[src/rtl/vend_pkg.sv]
// Shared definitions for the vending credit datapath.
// Contents:
//   credit_t              - 7-bit unsigned credit in cents; also used by the purchase path
//   *_CENTS               - default coin values
//   COIN_*                - one-hot coin select {Q,D,N}
//   TIMEOUT_CYCLES        - default hopper acknowledge timeout
//   state_e               - refund FSM state encoding
//   negate()              - 7-bit two's complement of a credit value
package vend_pkg;

  typedef logic [6:0] credit_t;

  localparam credit_t QUARTER_CENTS = 7'd25;
  localparam credit_t DIME_CENTS    = 7'd10;
  localparam credit_t NICKEL_CENTS  = 7'd5;

  localparam logic [2:0] COIN_NONE = 3'b000;
  localparam logic [2:0] COIN_N    = 3'b001;
  localparam logic [2:0] COIN_D    = 3'b010;
  localparam logic [2:0] COIN_Q    = 3'b100;

  localparam logic [7:0] TIMEOUT_CYCLES = 8'd255;

  typedef enum logic [1:0] {
    IDLE     = 2'd0,
    DISPENSE = 2'd1,
    DONE     = 2'd2
  } state_e;

  // Credit adjustments are summed into the credit register, so a debit is
  // carried as the modulo-128 negative of the coin value.
  function automatic credit_t negate(input credit_t v);
    return 7'd0 - v;
  endfunction

endpackage

[src/rtl/change_dispenser_if.sv]
// Bus between the credit datapath / coin hopper and the change dispenser.
// Signals:
//   money      credit snapshot source (cents)
//   refund     refund request
//   coin_taken hopper acknowledge for the presented coin
//   coin       one-hot coin presented {Q,D,N}
//   coin_valid a coin is presented
//   c          signed per-coin credit adjustment
//   busy       refund in progress (gates purchases)
//   done       one-cycle completion pulse
//   jam        sticky hopper timeout flag
//   stranded   residue left unpaid by the last refund
// Modports: slave = dispenser side, master = datapath/hopper side.
interface change_dispenser_if;
  import vend_pkg::*;

  credit_t    money;
  logic       refund;
  logic       coin_taken;
  logic [2:0] coin;
  logic       coin_valid;
  credit_t    c;
  logic       busy;
  logic       done;
  logic       jam;
  logic [2:0] stranded;

  modport slave (
    input  money, refund, coin_taken,
    output coin, coin_valid, c, busy, done, jam, stranded
  );

  modport master (
    output money, refund, coin_taken,
    input  coin, coin_valid, c, busy, done, jam, stranded
  );

endinterface

[src/rtl/coin_select.sv]
// Greedy coin selector (purely combinational).
// Ports:
//   remaining in  credit still owed
//   coin      out one-hot largest coin not exceeding remaining, 0 if none fits
//   adjust    out negated value of the selected coin (0 when none)
module coin_select
  import vend_pkg::*;
#(
  parameter credit_t QUARTER = QUARTER_CENTS,
  parameter credit_t DIME    = DIME_CENTS,
  parameter credit_t NICKEL  = NICKEL_CENTS
) (
  input  credit_t    remaining,
  output logic [2:0] coin,
  output credit_t    adjust
);

  always_comb begin
    coin   = COIN_NONE;
    adjust = '0;
    if (remaining >= QUARTER) begin
      coin   = COIN_Q;
      adjust = negate(QUARTER);
    end else if (remaining >= DIME) begin
      coin   = COIN_D;
      adjust = negate(DIME);
    end else if (remaining >= NICKEL) begin
      coin   = COIN_N;
      adjust = negate(NICKEL);
    end
  end

endmodule

[src/rtl/change_dispenser.sv]
// Refund side of the vending credit datapath. On a refund request the current
// credit is snapshotted and paid out greedily, one coin per hopper handshake,
// with a signed adjustment emitted on each handshake for the credit register.
// Ports:
//   clk   in  system clock, rising edge
//   reset in  asynchronous active-low reset
//   bus   slave side of change_dispenser_if (see that file for signals)
module change_dispenser
  import vend_pkg::*;
#(
  parameter credit_t    QUARTER = QUARTER_CENTS,
  parameter credit_t    DIME    = DIME_CENTS,
  parameter credit_t    NICKEL  = NICKEL_CENTS,
  parameter logic [7:0] TIMEOUT = TIMEOUT_CYCLES
) (
  input logic              clk,
  input logic              reset,
  change_dispenser_if.slave bus
);

  localparam logic [1:0] S_IDLE     = IDLE;
  localparam logic [1:0] S_DISPENSE = DISPENSE;
  localparam logic [1:0] S_DONE     = DONE;

  logic [1:0] state_reg;
  credit_t    remaining_reg;
  logic [7:0] timer_reg;
  logic       jam_reg;
  logic [2:0] stranded_reg;

  logic [2:0] sel_coin;
  credit_t    sel_adjust;
  credit_t    remaining_after;
  logic       in_dispense;
  logic       handshake;

  coin_select #(
    .QUARTER(QUARTER),
    .DIME   (DIME),
    .NICKEL (NICKEL)
  ) u_select (
    .remaining(remaining_reg),
    .coin     (sel_coin),
    .adjust   (sel_adjust)
  );

  assign in_dispense     = (state_reg == S_DISPENSE);
  assign bus.coin        = in_dispense ? sel_coin : COIN_NONE;
  assign bus.coin_valid  = |bus.coin;
  assign handshake       = bus.coin_valid & bus.coin_taken;
  assign bus.c           = handshake ? sel_adjust : '0;
  // Adding the negated value is the subtraction; greedy choice keeps it >= 0.
  assign remaining_after = remaining_reg + sel_adjust;
  assign bus.busy        = (state_reg != S_IDLE);
  assign bus.done        = (state_reg == S_DONE);
  assign bus.jam         = jam_reg;
  assign bus.stranded    = stranded_reg;

  always_ff @(posedge clk or negedge reset) begin
    if (!reset) begin
      state_reg     <= S_IDLE;
      remaining_reg <= '0;
      timer_reg     <= '0;
      jam_reg       <= 1'b0;
      stranded_reg  <= '0;
    end else begin
      case (state_reg)
        S_IDLE: begin
          if (bus.refund) begin
            remaining_reg <= bus.money;
            timer_reg     <= '0;
            jam_reg       <= 1'b0;
            stranded_reg  <= '0;
            state_reg     <= S_DISPENSE;
          end
        end

        S_DISPENSE: begin
          if (!bus.coin_valid) begin
            // Less than the smallest coin owed on entry (e.g. zero credit).
            stranded_reg <= remaining_reg[2:0];
            state_reg    <= S_DONE;
          end else if (bus.coin_taken) begin
            remaining_reg <= remaining_after;
            timer_reg     <= '0;
            // Finish straight off the last payable coin so Done follows it
            // immediately instead of after an idle presentation slot.
            if (remaining_after < NICKEL) begin
              stranded_reg <= remaining_after[2:0];
              state_reg    <= S_DONE;
            end
          end else begin
            timer_reg <= timer_reg + 8'd1;
            if (timer_reg == TIMEOUT - 8'd1) begin
              // Abandon the rest; the credit register still holds it.
              jam_reg      <= 1'b1;
              stranded_reg <= '0;
              timer_reg    <= '0;
              state_reg    <= S_DONE;
            end
          end
        end

        S_DONE: state_reg <= S_IDLE;

        default: state_reg <= S_IDLE;
      endcase
    end
  end

endmodule
[src/flat_wrapper.sv]
// flat-port wrapper written by rule: the top's interface ports become plain ports
module change_dispenser_flat import vend_pkg::*;
#(
  parameter credit_t    QUARTER = QUARTER_CENTS,
  parameter credit_t    DIME    = DIME_CENTS,
  parameter credit_t    NICKEL  = NICKEL_CENTS,
  parameter logic [7:0] TIMEOUT = TIMEOUT_CYCLES
)
  (clk, reset, bus_money, bus_refund, bus_coin_taken, bus_coin, bus_coin_valid, bus_c, bus_busy, bus_done, bus_jam, bus_stranded);
  change_dispenser_if bus_i ();
  input logic clk;
  input logic reset;
  input wire logic [$bits(bus_i.money)-1:0] bus_money;
  input wire logic [$bits(bus_i.refund)-1:0] bus_refund;
  input wire logic [$bits(bus_i.coin_taken)-1:0] bus_coin_taken;
  output wire logic [$bits(bus_i.coin)-1:0] bus_coin;
  output wire logic [$bits(bus_i.coin_valid)-1:0] bus_coin_valid;
  output wire logic [$bits(bus_i.c)-1:0] bus_c;
  output wire logic [$bits(bus_i.busy)-1:0] bus_busy;
  output wire logic [$bits(bus_i.done)-1:0] bus_done;
  output wire logic [$bits(bus_i.jam)-1:0] bus_jam;
  output wire logic [$bits(bus_i.stranded)-1:0] bus_stranded;
  assign bus_i.money = bus_money;
  assign bus_i.refund = bus_refund;
  assign bus_i.coin_taken = bus_coin_taken;
  assign bus_coin = bus_i.coin;
  assign bus_coin_valid = bus_i.coin_valid;
  assign bus_c = bus_i.c;
  assign bus_busy = bus_i.busy;
  assign bus_done = bus_i.done;
  assign bus_jam = bus_i.jam;
  assign bus_stranded = bus_i.stranded;
  change_dispenser #(.QUARTER(QUARTER), .DIME(DIME), .NICKEL(NICKEL), .TIMEOUT(TIMEOUT)) u_core (.clk(clk), .reset(reset), .bus(bus_i));
endmodule
[config.mk]
export PLATFORM = sky130hd
export DESIGN_NAME = change_dispenser_flat
export DESIGN_NICKNAME = d
export VERILOG_FILES = /design/src/rtl/vend_pkg.sv /design/src/rtl/change_dispenser_if.sv /design/src/rtl/coin_select.sv /design/src/rtl/change_dispenser.sv /design/src/flat_wrapper.sv
export SDC_FILE = /design/constraint.sdc
export NUM_CORES = 1
export LEC_CHECK = 0
export CAP_MARGIN = 25
export CORE_MARGIN = 2
export CORE_UTILIZATION = 55
export DETAILED_ROUTE_END_ITERATION = 12
export PLACE_DENSITY = 0.84
export SETUP_SLACK_MARGIN = 0.15
export SYNTH_ARGS = -nofsm -noshare
export SYNTH_HDL_FRONTEND = slang
export SYNTH_HIERARCHICAL = 1
export SYNTH_SLANG_ARGS = --single-unit
[constraint.sdc]
create_clock -name clk -period 8.45 [get_ports clk]
set_input_delay 1.69 -clock clk [delete_from_list [all_inputs] [get_ports clk]]
set_output_delay 1.69 -clock clk [all_outputs]
set_load 0.03 [all_outputs]
==> results of run 1 <==
path summary, 6_finish.rpt:
path	startpoint	to	slack (ps)
setup / recovery	bus_coin_taken	bus_c[1]	3420
hold / removal	u_core/bus.jam	u_core/bus.jam	510
setup reg to reg	u_core/remaining_reg[1]	u_core/bus.stranded[0]	5110
hold reg to reg	u_core/bus.jam	u_core/bus.jam	510
max in group asynchronous	reset	u_core/timer_reg[7]	6000
min in group asynchronous	reset	u_core/bus.stranded[1]	1890
per-layer routing:
metal | up-vias | GRT usage, % | routed length (um)
li1 | 756 | - | -
met1 | 700 | 35.7 | 1710
met2 | 59 | 40.7 | 1830
met3 | 11 | 2.72 | 232
met4 | 0 | 11.3 | 85
met5 | - | 0 | 0
cells in the final DEF, fill, tap and decap left out, drive strengths merged, types with 2 or more instances in the layout:
cell,n
nand2,28
clkdlybuf4s50,27
o21ai,25
dfrtp,21
nor2,18
inv,11
and3,9
nand3,8
ha,8
a21oi,7
nor3,6
a211oi,4
o21a,4
clkbuf,3
and2,3
a21o,3
a31oi,3
a22o,3
nor2b,3
nand2b,2
a311o,2
nand4,2
mux2,2
xor2,2
or2,2
cell type report:
type	instances	area share (%)
multi-input cells	158	51.7
flip-flops and latches	21	28.1
repair buffers	27	14.5
inverters	11	2.21
well taps	31	2.07
clock buffers	3	1.20
clock inverters	1	0.268
worst max-delay path: cells and delay by family:
family / cells / cell delay (ps)
buffers and inverters: 2 / 1380
and+or+nand+nor: 2 / 260
power groups by stage:
stage | Clock [mW] | Sequential [mW] | Combinational [mW]
CTS | 0.0493 | 0.172 | 0.552
global placement | 0 | 0.172 | 0.530
finish | 0.0476 | 0.173 | 0.560
global route | 0.0545 | 0.178 | 0.621
floorplan | 0 | 0.174 | 0.403
detailed placement | 0 | 0.174 | 0.548
metrics by stage:
stage	setup WS (ps)	instance area, um^2
after CTS	3430	1870
after detailed placement	3430	1840
after floorplan	4510	1570
after global routing	3330	1870
after global placement	3480	1840
final	3420	1870
kinds of logic after synthesis:
group,count (synthesis),share of synthesized area [%]
buffers and inverters,19,5.25
DFF,21,33.4
and+or+nand+nor,83,25.4
AOI/OAI and AO/OA,61,24.8
muxes,2,1.43
adders and majority gates,9,7.63
xor gates and xnor gates,3,2.15
==> run_results.csv, run 1 <==
group,metric,value,unit
run_status,status,"completed",
detailed_routing,routedWlPerCell,15.3,um
synthesis,synth_top_area_cell,"dfrtp_1",
synthesis,synth_nets,218,
die,die_w,57.5,um
hold_path,hold_path_depth,1,
synthesis,yosys-top-cells-count,"nand2_1, o21ai_0, dfrtp_1, nor2_1, inv_1",
layout,n_antenna_cell,0,
cts,cts.sinks,21,
power,finalPower,0.781,mW
synthesis,synthesis.area,1570,um^2
layout,synthToLayoutAreaGrowth,18.8,%
sta,setup_viol_count_final,0,
synthesis,ys_seq_area_share,33.4,%
cts,post_cts_resize_count,0,
synthesis,synth-seq-cells,21,
sta,max_slew_margin,38.1,%
die,die_area,3310,um^2
synthesis,netlist_top_cells_area,"dfrtp_1, o21ai_0, nand2_1, ha_1, nor2_1",
worst_setup_path,worstPathRequired,6760,ps
synthesis,yosys.area.top_type_share,33.4,%
worst_setup_path,crit_path_max_fanout,12,
die,rows,19,
detailed_routing,drt_iter0_markers,126,
place,routabilityCongestion,0.923,
detailed_routing,wl,3850,um
cts,cts_hold_buffers,0,
synthesis,synth_cells,198,
sta,tns,0,ps
power,power.density,418,nW/um^2
global_routing,grt_pass1_wl,6700,um
global_routing,grt_max_degree,22,
cts,post_cts_buffers,0,
sta,whs,512,ps
sta,clock_skew,1.18,ps
layout,final_nets,242,
sta,max_clock_freq,199,MHz
detailed_routing,num_vias,1526,
global_routing,grt_pass1_vias,1523,
global_routing,grt_usage,25.7,%
synthesis,synth_edf_count,0,
power,comb_power_share,71.8,%
power,switching_share,52.3,%
global_routing,globalRouteOverflowTotal,0,
power,p_int,0.372,mW
detailed_routing,drc,0,
place,placedCellCount,248,
layout,fin_cells,252,
synthesis,postSynth.asyncResetShare,100,%
detailed_routing,avgViaCountPerCell,6.06,
worst_setup_path,crit_chain,"clkdlybuf4s50_1, nand2_1, nor2_1, clkdlybuf4s50_1",
place,dp_hpwl,2930,um
worst_setup_path,cp.arrival,3340,ps
cts,clk-insertion-delay-late,300,ps
sta,tightest_slew,925,ps
sta,rsz0062_at_grt,"no",
hold_path,holdCritPathClass,"flop to flop",
power,ir_worst_vdd,305,uV
worst_setup_path,crit_path_start_kind,"input port",
layout,regArea,526,um^2
sta,min_period_over_period,59.5,%
layout,drive_gt1_share,4.52,%
detailed_routing,drt_pass1_iterations,4,
layout,multi_input_area,966,um^2
sta,finalMaxSlewViolations,0,
cts,cts-root-buf,"clkbuf_4",
sta,period_minus_slack,5030,ps
worst_setup_path,cp_common_cell,"clkdlybuf4s50_1",
cts,path_clk_slew,110,ps
layout,largest_register_ff_count,8,
synthesis,yosysMostFrequentCell,"nand2_1",
die,core_area,2730,um^2
sta,hold_violations,0,
cts,numCtsBuffers,3,
detailed_routing,drtAntennaViolNets,0,
worst_setup_path,cpPeakStageDelay,710,ps
cts,cts_max_path_buffers,2,
synthesis,syn_avg_cell_area,7.95,um^2
run,max_cap_viol_count,0,
power,p_leak,0.846,nW
power,p_clk_share,6.1,%
place,io_buffers,27,
worst_setup_path,path_class,"input port to primary output",
synthesis,synthDistinctLibCells,44,
power,switchingPower,0.408,mW
worst_setup_path,crit_slowest_cell,"clkdlybuf4s50_1",
layout,fillers,223,
worst_setup_path,rr_worst_depth,12,
cts,cts_tree,"built",
cts,htreeDepth,1,
die,start_util,57.6,%
layout,utilization,68.4,%
power,p_seq_share,22.1,%
global_routing,antenna_found_initial,0,
die,dieHeight,57.5,um
synthesis,yosysWarnings,6,
die,io_pins,28,
synthesis,synth_top_flop_cell,"dfrtp_1",
worst_setup_path,critPathCaptureType,"primary output",
No activity file was read; power rests on OpenSTA's default activity.
==> inputs of run 2 (changes only) <==
CORE_UTILIZATION = 47   (was 55)
PLACE_DENSITY = 0.76   (was 0.84)
clock period = 4 ns   (was 8.45 ns; I/O delays follow)
==> run_results.csv, run 2 (synthesized netlist as in run 1, its figures left out) <==
group,metric,value,unit
sta,setup_viol_count_final,0,
die,start_util,47.9,%
sta,max_slew_margin,35.8,%
power,power.density,864,nW/um^2
sta,max_clock_freq,277,MHz
place,dp_hpwl,2830,um
cts,cts_hold_buffers,0,
worst_setup_path,crit_path_start_kind,"flop",
cts,cts_tree,"built",
die,io_pins,28,
power,p_leak,0.935,nW
sta,period_minus_slack,3610,ps
worst_setup_path,path_class,"flop to primary output",
worst_setup_path,worstPathRequired,3200,ps
layout,largest_register_ff_count,8,
power,ir_worst_vdd,478,uV
worst_setup_path,crit_chain,"inv_1, o21ai_0, a21boi_0, nor3_1, nand2b_1, inv_2, and3_1, clkdlybuf4s50_1",
cts,cts_max_path_buffers,2,
detailed_routing,routedWlPerCell,14.0,um
sta,clock_skew,3.07,ps
worst_setup_path,rr_worst_depth,13,
worst_setup_path,cpPeakStageDelay,590,ps
hold_path,holdCritPathClass,"flop to flop",
detailed_routing,avgViaCountPerCell,5.65,
sta,min_period_over_period,90.1,%
die,core_area,3280,um^2
sta,finalMaxSlewViolations,0,
detailed_routing,wl,3740,um
layout,final_common_cell,"nand2_1",
die,dieHeight,61.9,um
global_routing,grt_pass1_vias,1288,
detailed_routing,drt_pass1_iterations,4,
worst_setup_path,crit_slowest_cell,"clkdlybuf4s50_1",
layout,synthToLayoutAreaGrowth,21.2,%
worst_setup_path,critPathCaptureType,"primary output",
worst_setup_path,critPathBufInv,3,
cts,clk-insertion-delay-late,300,ps
place,routabilityCongestion,0.837,
sta,rsz0062_at_grt,"no",
die,rows,21,
global_routing,grt_usage,20.8,%
cts,htreeDepth,1,
layout,n_antenna_cell,0,
sta,hold_violations,0,
global_routing,globalRouteOverflowTotal,0,
detailed_routing,drt_iter0_markers,130,
hold_path,hold_path_depth,1,
detailed_routing,num_vias,1514,
worst_setup_path,cp.arrival,2810,ps
worst_setup_path,crit_path_max_fanout,12,
layout,drive_gt1_share,5.41,%
cts,cts.sinks,21,
cts,path_clk_slew,120,ps
die,die_w,61.9,um
run_status,status,"completed",
run,max_cap_viol_count,0,
worst_setup_path,path_depth,8,
global_routing,antenna_found_initial,0,
sta,tns,0,ps
detailed_routing,drc,0,
global_routing,grt_max_degree,22,
layout,final_cell_mix,"nand2_1, clkdlybuf4s50_1, o21ai_0",
global_routing,grt_pass1_wl,5900,um
detailed_routing,drtAntennaViolNets,0,
cts,cts-root-buf,"clkbuf_4",
place,io_buffers,27,
die,die_area,3830,um^2
layout,final_nets,243,
cts,numCtsBuffers,3,
layout,utilization,58.1,%
sta,tightest_slew,960,ps
worst_setup_path,cp_top_family,"buffers and inverters",
run 2: timing repair:
action	CTS	global route
setup endpoints to repair	0	7
resized for setup	0	6
setup buffers	0	0
run 2: cell type report:
class	instances	area (um^2)
fillers	322	1380
multi-input cells	158	966
clock buffers	3	22.5
well taps	46	57.6
inverters	11	41.3
flip-flops and latches	21	526
clock inverters	1	5.00
repair buffers	28	290
run 2: report_power, final:
group          internal, mW  switching, mW
Sequential            0.279         0.0867
Clock                0.0373         0.0672
Combinational         0.476          0.703
Total                 0.792          0.857
run 2: layer usage:
| layer | vias to the layer above | share of wire [%] | global-route usage (%) | routed length, um |
|---|---|---|---|---|
| met5 | - | 0 | 0 | 0 |
| met3 | 4 | 3.6 | 2.07 | 133 |
| met1 | 714 | 49 | 30.2 | 1850 |
| met2 | 37 | 46 | 33.4 | 1730 |
| li1 | 759 | - | - | - |
| met4 | 0 | 0.80 | 5.47 | 30 |
run 2: stage by stage:
| stage | instances | power (mW) | setup WS, ps | area [um^2] | hold WS (ps) |
|---|---|---|---|---|---|
| 6_report | 268 | 1.65 | 395 | 1910 | 512 |
| 5_1_grt | 268 | 1.80 | 155 | 1910 | 547 |
| 4_1_cts | 268 | 1.64 | 337 | 1900 | 519 |
| 3_5_place_dp | 264 | 1.53 | 698 | 1870 | 480 |
| 3_3_place_gp | 264 | 1.52 | 726 | 1870 | 489 |
| 2_1_floorplan | 198 | 1.22 | 1040 | 1570 | 464 |
run 2: worst paths after layout:
check / slack, ps / end / from
worst max-delay path: 390 / bus_c[2] / u_core/remaining_reg[3]
worst min-delay path: 510 / u_core/bus.jam / u_core/bus.jam
worst max register to register: 660 / u_core/bus.stranded[2] / u_core/remaining_reg[3]
worst min register to register: 510 / u_core/bus.jam / u_core/bus.jam
max in group asynchronous: 2410 / u_core/bus.jam / reset
min in group asynchronous: 1010 / u_core/remaining_reg[3] / reset
